`config.mk`:
```
export PLATFORM = sky130hd
export DESIGN_NAME = dlink_frame_serializer_flat
export DESIGN_NICKNAME = d
export VERILOG_FILES = /design/src/rtl/dlink_frame_serializer_if.sv /design/src/rtl/dlink_frame_serializer.sv /design/src/flat_wrapper.sv
export SDC_FILE = /design/constraint.sdc
export NUM_CORES = 1
export LEC_CHECK = 0
export BUFFER_PORTS_ARGS = -buffer_cell sky130_fd_sc_hd__buf_2
export CORE_MARGIN = 3
export CORE_UTILIZATION = 60
export CTS_CLUSTER_DIAMETER = 40
export CTS_CLUSTER_SIZE = 14
export DETAILED_ROUTE_END_ITERATION = 10
export MAX_ROUTING_LAYER = met4
export PLACE_DENSITY = 0.78
export SYNTH_ARGS = -nofsm -noshare
export SYNTH_HDL_FRONTEND = slang
export SYNTH_SLANG_ARGS = --single-unit
```
`constraint.sdc`:
```
create_clock -name clk -period 4.95 [get_ports clk]
set_input_delay 0.2475 -clock clk [delete_from_list [all_inputs] [get_ports clk]]
set_output_delay 0.2475 -clock clk [all_outputs]
set_load 0.1 [all_outputs]
```
`src/rtl/dlink_frame_serializer_if.sv`:
```
// dlink_frame_serializer_if: CPU write port, telemetry controls
// and serial/status outputs of the downlink frame serializer.
interface dlink_frame_serializer_if #(
  parameter int WORD_W = 15,
  parameter int NWORDS = 2
);
  localparam int SELW = (NWORDS > 1) ? $clog2(NWORDS) : 1;

  logic              wr_;
  logic [SELW-1:0]   wr_sel;
  logic [WORD_W-1:0] wr_data;
  logic              ordr;
  logic              dlkclr;
  logic              dkstrt;
  logic              dkbsnc;
  logic              dkend;
  logic              dkdata;
  logic              busy;
  logic              dlkint;
  logic              trunc;

  modport master (
    output wr_, wr_sel, wr_data, ordr,
    output dlkclr, dkstrt, dkbsnc, dkend,
    input  dkdata, busy, dlkint, trunc
  );

  modport slave (
    input  wr_, wr_sel, wr_data, ordr,
    input  dlkclr, dkstrt, dkbsnc, dkend,
    output dkdata, busy, dlkint, trunc
  );
endinterface

```
`src/rtl/dlink_frame_serializer.sv`:
```
// dlink_frame_serializer: holding regs snapshot into a bit-sync shifter.
// Define DLINK_PARITY_EN to append an odd-parity bit to every word.
module dlink_frame_serializer #(
  parameter int WORD_W = 15,
  parameter int NWORDS = 2
) (
  input logic clk,
  input logic rst_,
  dlink_frame_serializer_if.slave bus
);

`ifdef DLINK_PARITY_EN
  localparam int PAR = 1;
`else
  localparam int PAR = 0;
`endif
  localparam int SELW  = (NWORDS > 1) ? $clog2(NWORDS) : 1;
  localparam int BPW   = WORD_W + 1 + PAR;
  localparam int FBITS = NWORDS * BPW;
  localparam int CW    = $clog2(FBITS + 1);

  typedef enum logic [1:0] {
    IDLE,
    ARM,
    SHIFT
  } state_t;

  state_t st, nxt;

  logic [WORD_W-1:0] hold [NWORDS];
  logic [FBITS-1:0]  sbuf;
  logic [FBITS-1:0]  frame;
  logic [BPW-1:0]    word;
  logic              ob;
  logic [CW-1:0]     cnt;
  logic              dkdata_q;
  logic              dlkint_q;
  logic              trunc_q;

  logic active, kill, last;
  logic load, shift, done, abort;

  assign bus.dkdata = dkdata_q;
  assign bus.dlkint = dlkint_q;
  assign bus.trunc  = trunc_q;
  assign bus.busy   = active;

  // Word 0 leads the frame; each word sends order bit, then data MSB first.
  always_comb begin
    frame = '0;
    word  = '0;
    ob    = 1'b0;
    for (int w = 0; w < NWORDS; w++) begin
      ob = (w == 0) ? bus.ordr : 1'b0;
`ifdef DLINK_PARITY_EN
      word = {ob, hold[w], ~^{ob, hold[w]}};
`else
      word = {ob, hold[w]};
`endif
      frame[(NWORDS-1-w)*BPW +: BPW] = word;
    end
  end

  assign active = (st != IDLE);
  assign kill   = bus.dlkclr | bus.dkend;
  assign last   = (st == SHIFT) && (cnt == CW'(FBITS));

  always_ff @(posedge clk or negedge rst_) begin
    if (!rst_) st <= IDLE;
    else       st <= nxt;
  end

  always_comb begin
    nxt   = st;
    load  = 1'b0;
    shift = 1'b0;
    done  = 1'b0;
    abort = 1'b0;
    unique case (1'b1)
      (active && kill): begin
        abort = 1'b1;
        nxt   = IDLE;
      end
      (active && !kill && bus.dkbsnc && last): begin
        done = 1'b1;
        nxt  = IDLE;
      end
      (active && !kill && bus.dkbsnc && !last): begin
        shift = 1'b1;
        nxt   = SHIFT;
      end
      (!active && !bus.dlkclr && bus.dkstrt): begin
        load = 1'b1;
        nxt  = ARM;
      end
      default: ;
    endcase
  end

  // Clear beats a coincident write.
  always_ff @(posedge clk or negedge rst_) begin
    if (!rst_) begin
      for (int w = 0; w < NWORDS; w++) hold[w] <= '0;
    end else if (bus.dlkclr) begin
      for (int w = 0; w < NWORDS; w++) hold[w] <= '0;
    end else if (!bus.wr_) begin
      for (int w = 0; w < NWORDS; w++) begin
        if (bus.wr_sel == SELW'(w)) hold[w] <= bus.wr_data;
      end
    end
  end

  always_ff @(posedge clk or negedge rst_) begin
    if (!rst_) begin
      sbuf     <= '0;
      cnt      <= '0;
      dkdata_q <= 1'b0;
      dlkint_q <= 1'b0;
      trunc_q  <= 1'b0;
    end else begin
      dlkint_q <= done;
      if (load) begin
        sbuf    <= frame;
        cnt     <= '0;
        trunc_q <= 1'b0;
      end
      if (shift) begin
        dkdata_q <= sbuf[FBITS-1];
        sbuf     <= sbuf << 1;
        cnt      <= cnt + CW'(1);
      end
      if (done || abort) dkdata_q <= 1'b0;
      if (abort) trunc_q <= 1'b1;
    end
  end

endmodule
```
`src/flat_wrapper.sv`:
```
// flat-port wrapper written by rule: the top's interface ports become plain ports
module dlink_frame_serializer_flat 
#(
  parameter int WORD_W = 15,
  parameter int NWORDS = 2
)
  (clk, rst_, bus_wr_, bus_wr_sel, bus_wr_data, bus_ordr, bus_dlkclr, bus_dkstrt, bus_dkbsnc, bus_dkend, bus_dkdata, bus_busy, bus_dlkint, bus_trunc);
  dlink_frame_serializer_if #(.WORD_W(WORD_W), .NWORDS(NWORDS)) bus_i ();
  input logic clk;
  input logic rst_;
  input wire logic [$bits(bus_i.wr_)-1:0] bus_wr_;
  input wire logic [$bits(bus_i.wr_sel)-1:0] bus_wr_sel;
  input wire logic [$bits(bus_i.wr_data)-1:0] bus_wr_data;
  input wire logic [$bits(bus_i.ordr)-1:0] bus_ordr;
  input wire logic [$bits(bus_i.dlkclr)-1:0] bus_dlkclr;
  input wire logic [$bits(bus_i.dkstrt)-1:0] bus_dkstrt;
  input wire logic [$bits(bus_i.dkbsnc)-1:0] bus_dkbsnc;
  input wire logic [$bits(bus_i.dkend)-1:0] bus_dkend;
  output wire logic [$bits(bus_i.dkdata)-1:0] bus_dkdata;
  output wire logic [$bits(bus_i.busy)-1:0] bus_busy;
  output wire logic [$bits(bus_i.dlkint)-1:0] bus_dlkint;
  output wire logic [$bits(bus_i.trunc)-1:0] bus_trunc;
  assign bus_i.wr_ = bus_wr_;
  assign bus_i.wr_sel = bus_wr_sel;
  assign bus_i.wr_data = bus_wr_data;
  assign bus_i.ordr = bus_ordr;
  assign bus_i.dlkclr = bus_dlkclr;
  assign bus_i.dkstrt = bus_dkstrt;
  assign bus_i.dkbsnc = bus_dkbsnc;
  assign bus_i.dkend = bus_dkend;
  assign bus_dkdata = bus_i.dkdata;
  assign bus_busy = bus_i.busy;
  assign bus_dlkint = bus_i.dlkint;
  assign bus_trunc = bus_i.trunc;
  dlink_frame_serializer #(.WORD_W(WORD_W), .NWORDS(NWORDS)) u_core (.clk(clk), .rst_(rst_), .bus(bus_i));
endmodule
```
==> impl_table.tex, run 1 <==
\begin{tabular}{lr}
\hline
Metric & Value \\
\hline
\multicolumn{2}{l}{\textbf{Job}} \\
\quad Count of maximum capacitance violations & 0 \\
\multicolumn{2}{l}{\textbf{Timing}} \\
\quad Final hold violation count & 0 \\
\quad Unrepaired setup endpoints after global routing & false \\
\quad Final setup viols & 0 \\
\quad Headroom to the max-slew limit & 25.10\% \\
\quad F\_max & 364.1 MHz \\
\quad Least-Margin Pin Slew & 1.121 ns \\
\quad Period minus WS final & 2.746 ns \\
\quad Aggregate negative setup slack & 0 ns \\
\quad Worst clock skew & 0.006955 ns \\
\quad Worst hold-check slack & 0.1003 ns \\
\quad Share of the cycle needed by the critical path after routing & 55.48\% \\
\quad Final max-slew violation count & 0 \\
\multicolumn{2}{l}{\textbf{Setup path}} \\
\quad Worst EP arrival & 3.03 ns \\
\quad Slowest cell on crit path & a21oi\_4 \\
\quad CP startpoint kind & flip-flop \\
\quad Endpoint kind of the worst setup timing path & flip-flop \\
\quad Required time worst endpoint & 5.23 ns \\
\quad Family of cells with the greatest summed delay on the critical path & compound AO/OA/AOI/OAI gates \\
\quad Combined buffer and inverter count along the critical path & 1 \\
\quad Crit path largest cell delay & 0.93 ns \\
\quad Sequence of cells on the critical path & inv\_1 -> ha\_1 -> nor4b\_4 -> nand3\_2 -> a21oi\_4 -> mux2\_2 \\
\quad Worst setup path category & flip-flop to flip-flop \\
\quad Maximum fanout count along the critical path & 35 \\
\multicolumn{2}{l}{\textbf{Place}} \\
\quad Hpwl dp & 4089 um \\
\quad Quantity of I/O buffers inserted on ports & 27 \\
\quad Global placer's final weighted congestion & 0.8725 \\
\quad Post-DP Area & 0.003316 mm\^{}2 \\
\multicolumn{2}{l}{\textbf{Clock network}} \\
\quad Number of sinks driven by the clock tree & 73 \\
\quad Hold-fix buffers, CTS & 0 \\
\quad Maximum buffer depth of the clock tree & 2 \\
\quad Clock latency on the worst-skew pair & 0.35 ns \\
\quad Number of CTS-inserted buffers & 9 \\
\quad Clock tree root buffer cell & clkbuf\_8 \\
\quad Post-CTS setup buffer count & 0 \\
\quad Depth of the CTS H-tree & 3 \\
\quad Clk pin slew, worst setup/hold paths & 0.07 ns \\
\quad \# resized after CTS & 0 \\
\quad Clock tree from TritonCTS & built \\
\multicolumn{2}{l}{\textbf{Die}} \\
\quad Std-Cell Rows & 26 \\
\quad Die width & 79.44 um \\
\quad Number of primary I/O pins & 28 \\
\quad Core outline area & 0.005172 mm\^{}2 \\
\quad Die span in y & 79.44 um \\
\quad Initial core utilization & 62.55\% \\
\quad Die Footprint & 0.006310 mm\^{}2 \\
\multicolumn{2}{l}{\textbf{Layout}} \\
\quad Area of all sequential standard cells & 0.001827 mm\^{}2 \\
\quad Antenna diodes & 0 \\
\quad Ratio of cells with drive above 1 in the final layout & 15.12\% \\
\quad Final standard cell area without fillers & 0.003491 mm\^{}2 \\
\quad Filler instances & 405 \\
\quad Nets & 345 \\
\quad Footprint of the multi-input gates & 0.001251 mm\^{}2 \\
\quad Area growth from synthesis to final layout & 7.889\% \\
\multicolumn{2}{l}{\textbf{Detailed routing}} \\
\quad Via count normalized by instance count & 6.129 \\
\quad Number of antenna-violating nets in the routed design & 0 \\
\quad Number of detailed-routing iterations run before antenna repair & 4 \\
\quad Total via count after detailed routing & 2,415 \\
\quad DRC violations left & 0 \\
\quad Violation count after the first detailed-routing iteration & 322 \\
\quad Average wire per standard cell & 17.30 um \\
\quad Final routed wirelength across all metal layers & 6817 um \\
\multicolumn{2}{l}{\textbf{Yosys}} \\
\quad Adder-Cell Fraction of Synth Area & 0.7734\% \\
\quad Synthesized-area fraction occupied by ao, oa, aoi and oai cells & 16.94\% \\
\quad Netlist area before placement & 0.003236 mm\^{}2 \\
\quad Post-Synth XOR/XNOR Area & 0\% \\
\quad Number of enable flip-flop cells after synthesis & 0 \\
\quad Synth Register Bits & 73 \\
\quad Top FF cell, synth & dfrtp\_1 \\
\quad Mean instance size in the synthesized netlist & 10.68 um\^{}2 \\
\quad Post-synthesis mux area share & 0.9667\% \\
\quad Share of synthesized cell area in and, or, nand and nor gates & 19.99\% \\
\quad Dominant combinational cell family by area after synthesis & simple AND/OR/NAND/NOR gates \\
\quad Number of nets in the synthesized netlist & 329 \\
\quad Number of distinct library cell variants in the gate-level netlist after synthesis & 34 \\
\quad Async set-reset flop share out of synthesis & 100.0\% \\
\quad Yosys warning total & 0 \\
\quad Post-Syn Instances & 303 \\
\quad Portion of the post-synthesis area used by sequential elements & 56.46\% \\
\multicolumn{2}{l}{\textbf{Global route}} \\
\quad Number of antenna violations at the first check in global routing & 0 \\
\quad Global-route wire length before repair & 11,200 um \\
\quad Vias in the first global route & 2,241 \\
\quad Overall routing resource usage & 24.16\% \\
\quad Remaining global-route overflow & 0 \\
\quad Maximum number of pins on one net before global-route repair & 74 \\
\multicolumn{2}{l}{\textbf{Power}} \\
\quad Total power per unit cell area & 348.1 mW/mm\^{}2 \\
\quad Leakage power of the design & 1.740 nW \\
\quad VDD IR-drop max & 0.2198 mV \\
\multicolumn{2}{l}{\textbf{Worst hold path}} \\
\quad Hold Path Class & input port to asynchronous set/reset pin \\
\multicolumn{2}{l}{\textbf{Status}} \\
\quad Run status & complete, no violations \\
\hline
\end{tabular}
==> cell families after synthesis <==
| group | Yosys count |
|---|---|
| AO/OA/AOI/OAI | 73 |
| AND/OR/NAND/NOR | 127 |
| buffers and inverters | 25 |
| adder cells (fa/ha/maj) | 2 |
| multiplexers | 3 |
| flip-flops | 73 |
==> layout make-up <==
class | count | area share [%]
multi-input cells | 205 | 35.84
clock buffers | 14 | 4.659
repair buffers | 28 | 4.086
well taps | 70 | 2.509
clock inverters | 2 | 0.3584
inverters | 2 | 0.2151
flip-flops and latches | 73 | 52.33
==> Yosys cell counts (all sizes together) (2+ instances only) <==
cell type | count | area, um^2
nor4b | 2 | 32.53
nand3 | 7 | 40.04
buf | 11 | 105.1
inv | 2 | 7.510
and3 | 33 | 211.5
nand2 | 66 | 247.7
mux2i | 2 | 20.02
a21oi | 33 | 176.4
nor2 | 6 | 30.03
clkbuf | 12 | 45.04
dfrtp | 73 | 1827
or2 | 3 | 18.77
nor2b | 3 | 18.77
nand4 | 2 | 12.51
ha | 2 | 25.02
o21ai | 4 | 20.02
a221o | 32 | 320.3
==> cell usage in the layout (no fill, tap or decap), types with 2 or more instances in the layout <==
| cell type | count |
|---|---|
| dfrtp_1 | 73 |
| or2_2 | 2 |
| nor2b_1 | 3 |
| mux2i_1 | 2 |
| clkbuf_8 | 11 |
| buf_2 | 27 |
| o21ai_0 | 4 |
| a21oi_1 | 32 |
| inv_1 | 2 |
| nand3_1 | 6 |
| nand4_1 | 2 |
| ha_1 | 2 |
| nor2_1 | 5 |
| a221o_1 | 32 |
| clkbuf_1 | 3 |
| nand2_1 | 66 |
| and3_1 | 32 |
==> flip-flops by register name, summed over array words and instances, names as in the netlist <==
| register | cells |
|---|---|
| u_core.sbuf | 32 |
| u_core.frame | 30 |
| u_core.cnt | 6 |
| u_core.st | 2 |
| u_core.bus.dkdata | 1 |
| u_core.bus.dlkint | 1 |
| u_core.bus.trunc | 1 |
==> final timing paths <==
path | from | to | slack (ns) | cells after the start
max reg2reg | u_core.cnt[1] | u_core.cnt[0] | 2.20 | 6
min in group clk | bus_ordr | u_core.sbuf[31] | 0.14 | 2
min | rst_ | u_core.bus.dkdata | 0.10 | 2
max in group asynchronous | rst_ | u_core.sbuf[15] | 4.26 | 2
max | u_core.cnt[1] | u_core.cnt[0] | 2.20 | 6
min reg2reg | u_core.cnt[5] | u_core.cnt[5] | 0.47 | 1
==> metrics by stage <==
step	power (mW)	cells	setup WS [ns]	util [%]
floorplan	0.7616	303	3.168	-
global placement	0.7991	378	2.378	64.10
detailed placement	0.8033	378	2.284	64.10
CTS	1.224	394	2.241	67.49
global route	1.264	394	1.986	67.49
finish	1.215	394	2.204	67.49
==> layer usage <==
layer	up-vias	share of wire [%]	track usage, %
met2	81	46	33.97
met3	12	6.0	7.111
li1	1119	-	-
met1	1203	47	34.71
met5	-	0	-
met4	0	1.2	6.186
==> power by group <==
group | internal [mW] | switching (mW) | leakage (nW)
logic | 0.0472 | 0.0844 | 0.660
clock network | 0.209 | 0.213 | 0.0867
registers | 0.636 | 0.0252 | 0.993
total | 0.892 | 0.323 | 1.74
Power figures use the tool's default switching activity.
==> run 2, diff against run 1 <==
--- a/config.mk
+++ b/config.mk
@@ -7,12 +7,12 @@
 export LEC_CHECK = 0
 export BUFFER_PORTS_ARGS = -buffer_cell sky130_fd_sc_hd__buf_2
 export CORE_MARGIN = 3
-export CORE_UTILIZATION = 60
+export CORE_UTILIZATION = 59
 export CTS_CLUSTER_DIAMETER = 40
 export CTS_CLUSTER_SIZE = 14
 export DETAILED_ROUTE_END_ITERATION = 10
 export MAX_ROUTING_LAYER = met4
-export PLACE_DENSITY = 0.78
+export PLACE_DENSITY = 0.77
 export SYNTH_ARGS = -nofsm -noshare
 export SYNTH_HDL_FRONTEND = slang
 export SYNTH_SLANG_ARGS = --single-unit
==> constraint.sdc (replaced) <==
create_clock -name clk -period 2.7 [get_ports clk]
set_input_delay 0.135 -clock clk [delete_from_list [all_inputs] [get_ports clk]]
set_output_delay 0.135 -clock clk [all_outputs]
set_load 0.1 [all_outputs]
==> run 2 against run 1 <==
Register-to-register slack worse by 1.6 ns. Clock power up 120%. Utilization up 1.6 points. First-iteration DRC count down 61%. Largest power group unchanged. Clock-buffer cell count down 3. Sequential share of layout area down 1.6 points.
==> impl_table.tex, run 2 (same netlist as run 1, synthesis figures left out) <==
\begin{tabular}{lr}
\hline
Metric & Value \\
\hline
\multicolumn{2}{l}{\textbf{Status}} \\
\quad Run status & complete, no violations \\
\multicolumn{2}{l}{\textbf{Layout}} \\
\quad Leading cell types in the layout, fill and taps excluded & dfrtp\_1, nand2\_1, a21oi\_1, and3\_1, a221o\_1 \\
\quad Commonest non-fill, non-tap cell in the layout & dfrtp\_1 \\
\quad End-of-flow core utilization & 69.13\% \\
\quad Max reg flops & 32 \\
\quad Register with the highest flop count & u\_core.sbuf \\
\quad Final standard cell area without fillers & 0.003598 mm\^{}2 \\
\quad Antenna diodes & 0 \\
\quad Final cell count without fillers & 402 \\
\quad Ratio of cells with drive above 1 in the final layout & 17.47\% \\
\quad Nets & 353 \\
\quad Area growth from synthesis to final layout & 11.21\% \\
\multicolumn{2}{l}{\textbf{Timing}} \\
\quad Headroom to the max-slew limit & 52.82\% \\
\quad Least-Margin Pin Slew & 0.7077 ns \\
\quad Worst clock skew & 0.009168 ns \\
\quad Period minus WS final & 2.068 ns \\
\quad Share of the cycle needed by the critical path after routing & 76.58\% \\
\quad Final max-slew violation count & 0 \\
\quad Final setup viols & 0 \\
\quad Unrepaired setup endpoints after global routing & false \\
\quad Worst hold-check slack & 0.01197 ns \\
\quad Final hold violation count & 0 \\
\quad F\_max & 483.6 MHz \\
\quad Post-layout worst setup margin & 0.6324 ns \\
\quad Aggregate negative setup slack & 0 ns \\
\multicolumn{2}{l}{\textbf{Detailed routing}} \\
\quad DRC violations left & 0 \\
\quad Average wire per standard cell & 17.36 um \\
\quad Final routed wirelength across all metal layers & 6978 um \\
\quad Via count normalized by instance count & 5.983 \\
\quad Total via count after detailed routing & 2,405 \\
\quad Number of antenna-violating nets in the routed design & 0 \\
\quad Violation count after the first detailed-routing iteration & 125 \\
\quad Number of detailed-routing iterations run before antenna repair & 4 \\
\multicolumn{2}{l}{\textbf{Job}} \\
\quad Count of maximum capacitance violations & 0 \\
\multicolumn{2}{l}{\textbf{Setup path}} \\
\quad Endpoint kind of the worst setup timing path & flip-flop \\
\quad CP startpoint kind & flip-flop \\
\quad Slowest cell on crit path & dfrtp\_1 \\
\quad Combined buffer and inverter count along the critical path & 2 \\
\quad Worst setup path category & flip-flop to flip-flop \\
\quad Required time worst endpoint & 2.99 ns \\
\quad Maximum fanout count along the critical path & 22 \\
\quad Crit path largest cell delay & 0.44 ns \\
\quad Sequence of cells on the critical path & inv\_1 -> ha\_1 -> nor4b\_4 -> nand3\_2 -> a21oi\_4 -> buf\_4 -> a221o\_1 \\
\quad Worst EP arrival & 2.35 ns \\
\quad Family of cells with the greatest summed delay on the critical path & compound AO/OA/AOI/OAI gates \\
\multicolumn{2}{l}{\textbf{Global route}} \\
\quad Global-route wire length before repair & 11,540 um \\
\quad Maximum number of pins on one net before global-route repair & 37 \\
\quad Overall routing resource usage & 24.73\% \\
\quad Vias in the first global route & 2,384 \\
\quad Remaining global-route overflow & 0 \\
\quad Number of antenna violations at the first check in global routing & 0 \\
\multicolumn{2}{l}{\textbf{Clock network}} \\
\quad Depth of the CTS H-tree & 3 \\
\quad Clk pin slew, worst setup/hold paths & 0.07 ns \\
\quad Clock tree root buffer cell & clkbuf\_8 \\
\quad Number of CTS-inserted buffers & 9 \\
\quad Maximum buffer depth of the clock tree & 2 \\
\quad Number of sinks driven by the clock tree & 73 \\
\quad Post-CTS setup buffer count & 0 \\
\quad Clock latency on the worst-skew pair & 0.35 ns \\
\quad Clock tree from TritonCTS & built \\
\multicolumn{2}{l}{\textbf{Power}} \\
\quad Overall power of the completed layout & 2.409 mW \\
\quad Leakage power of the design & 1.805 nW \\
\quad Total power per unit cell area & 669.4 mW/mm\^{}2 \\
\quad VDD IR-drop max & 0.4611 mV \\
\multicolumn{2}{l}{\textbf{Die}} \\
\quad Die Footprint & 0.006409 mm\^{}2 \\
\quad Core outline area & 0.005205 mm\^{}2 \\
\quad Std-Cell Rows & 26 \\
\quad Die width & 80.06 um \\
\quad Die span in y & 80.06 um \\
\quad Number of primary I/O pins & 28 \\
\quad Initial core utilization & 62.16\% \\
\multicolumn{2}{l}{\textbf{Place}} \\
\quad Number of cells in the design after placement & 385 \\
\quad Global placer's final weighted congestion & 0.8131 \\
\quad Worst-case setup slack after placement & 0.6750 ns \\
\quad Quantity of I/O buffers inserted on ports & 27 \\
\quad Post-DP Area & 0.003368 mm\^{}2 \\
\quad Hpwl dp & 4491 um \\
\multicolumn{2}{l}{\textbf{Worst hold path}} \\
\quad Hold Path Class & input port to flip-flop \\
\hline
\end{tabular}
==> run 2: path summary, 6_finish.rpt <==
check	from	end	slack, ns	cells past startpoint
setup reg to reg	u_core.cnt[0]	u_core.sbuf[24]	0.63	7
hold reg to reg	u_core.cnt[5]	u_core.cnt[5]	0.50	1
setup / recovery	u_core.cnt[0]	u_core.sbuf[24]	0.63	7
min in group asynchronous	rst_	u_core.frame[9]	0.26	2
max in group asynchronous	rst_	u_core.sbuf[4]	1.72	3
hold / removal	bus_ordr	u_core.sbuf[31]	0.01	2
==> run 2: repair_timing <==
action / 4_1_cts / 5_1_grt
resized for setup: 0 / 0
hold endpoints to repair: 19 / 0
hold buffers: 1 / 0
==> run 2: layout make-up <==
class | count | area [um^2]
Sequential cell | 73 | 1827
Fill cell | 442 | 1607
Multi-Input combinational cell | 205 | 1251
Timing Repair Buffer | 36 | 205.2
Clock buffer | 11 | 141.4
Tap cell | 70 | 87.58
Clock inverter | 5 | 78.83
Inverter | 2 | 7.507
==> run 2: worst register-to-register path: cells and delay by family, from the launching register on <==
family | cells | cell delay [ns]
compound gates | 2 | 0.56
flops | 1 | 0.44
simple gates | 2 | 0.44
fa+ha+maj | 1 | 0.16
buf+inv | 2 | 0.43
==> run 2: routing by layer <==
metal	track usage, %	vias up	part of all wire (%)
li1	-	1139	-
met1	30.54	1201	44
met2	39.16	56	50
met3	7.848	9	4.1
met4	7.770	0	1.3
met5	-	-	0
==> run 2: power breakdown <==
group | switching, mW | total, mW | leakage (nW) | internal, mW
clock | 0.401 | 0.945 | 0.113 | 0.544
combinational | 0.157 | 0.251 | 0.698 | 0.0938
sequential | 0.0473 | 1.21 | 0.993 | 1.17
total | 0.606 | 2.41 | 1.80 | 1.80
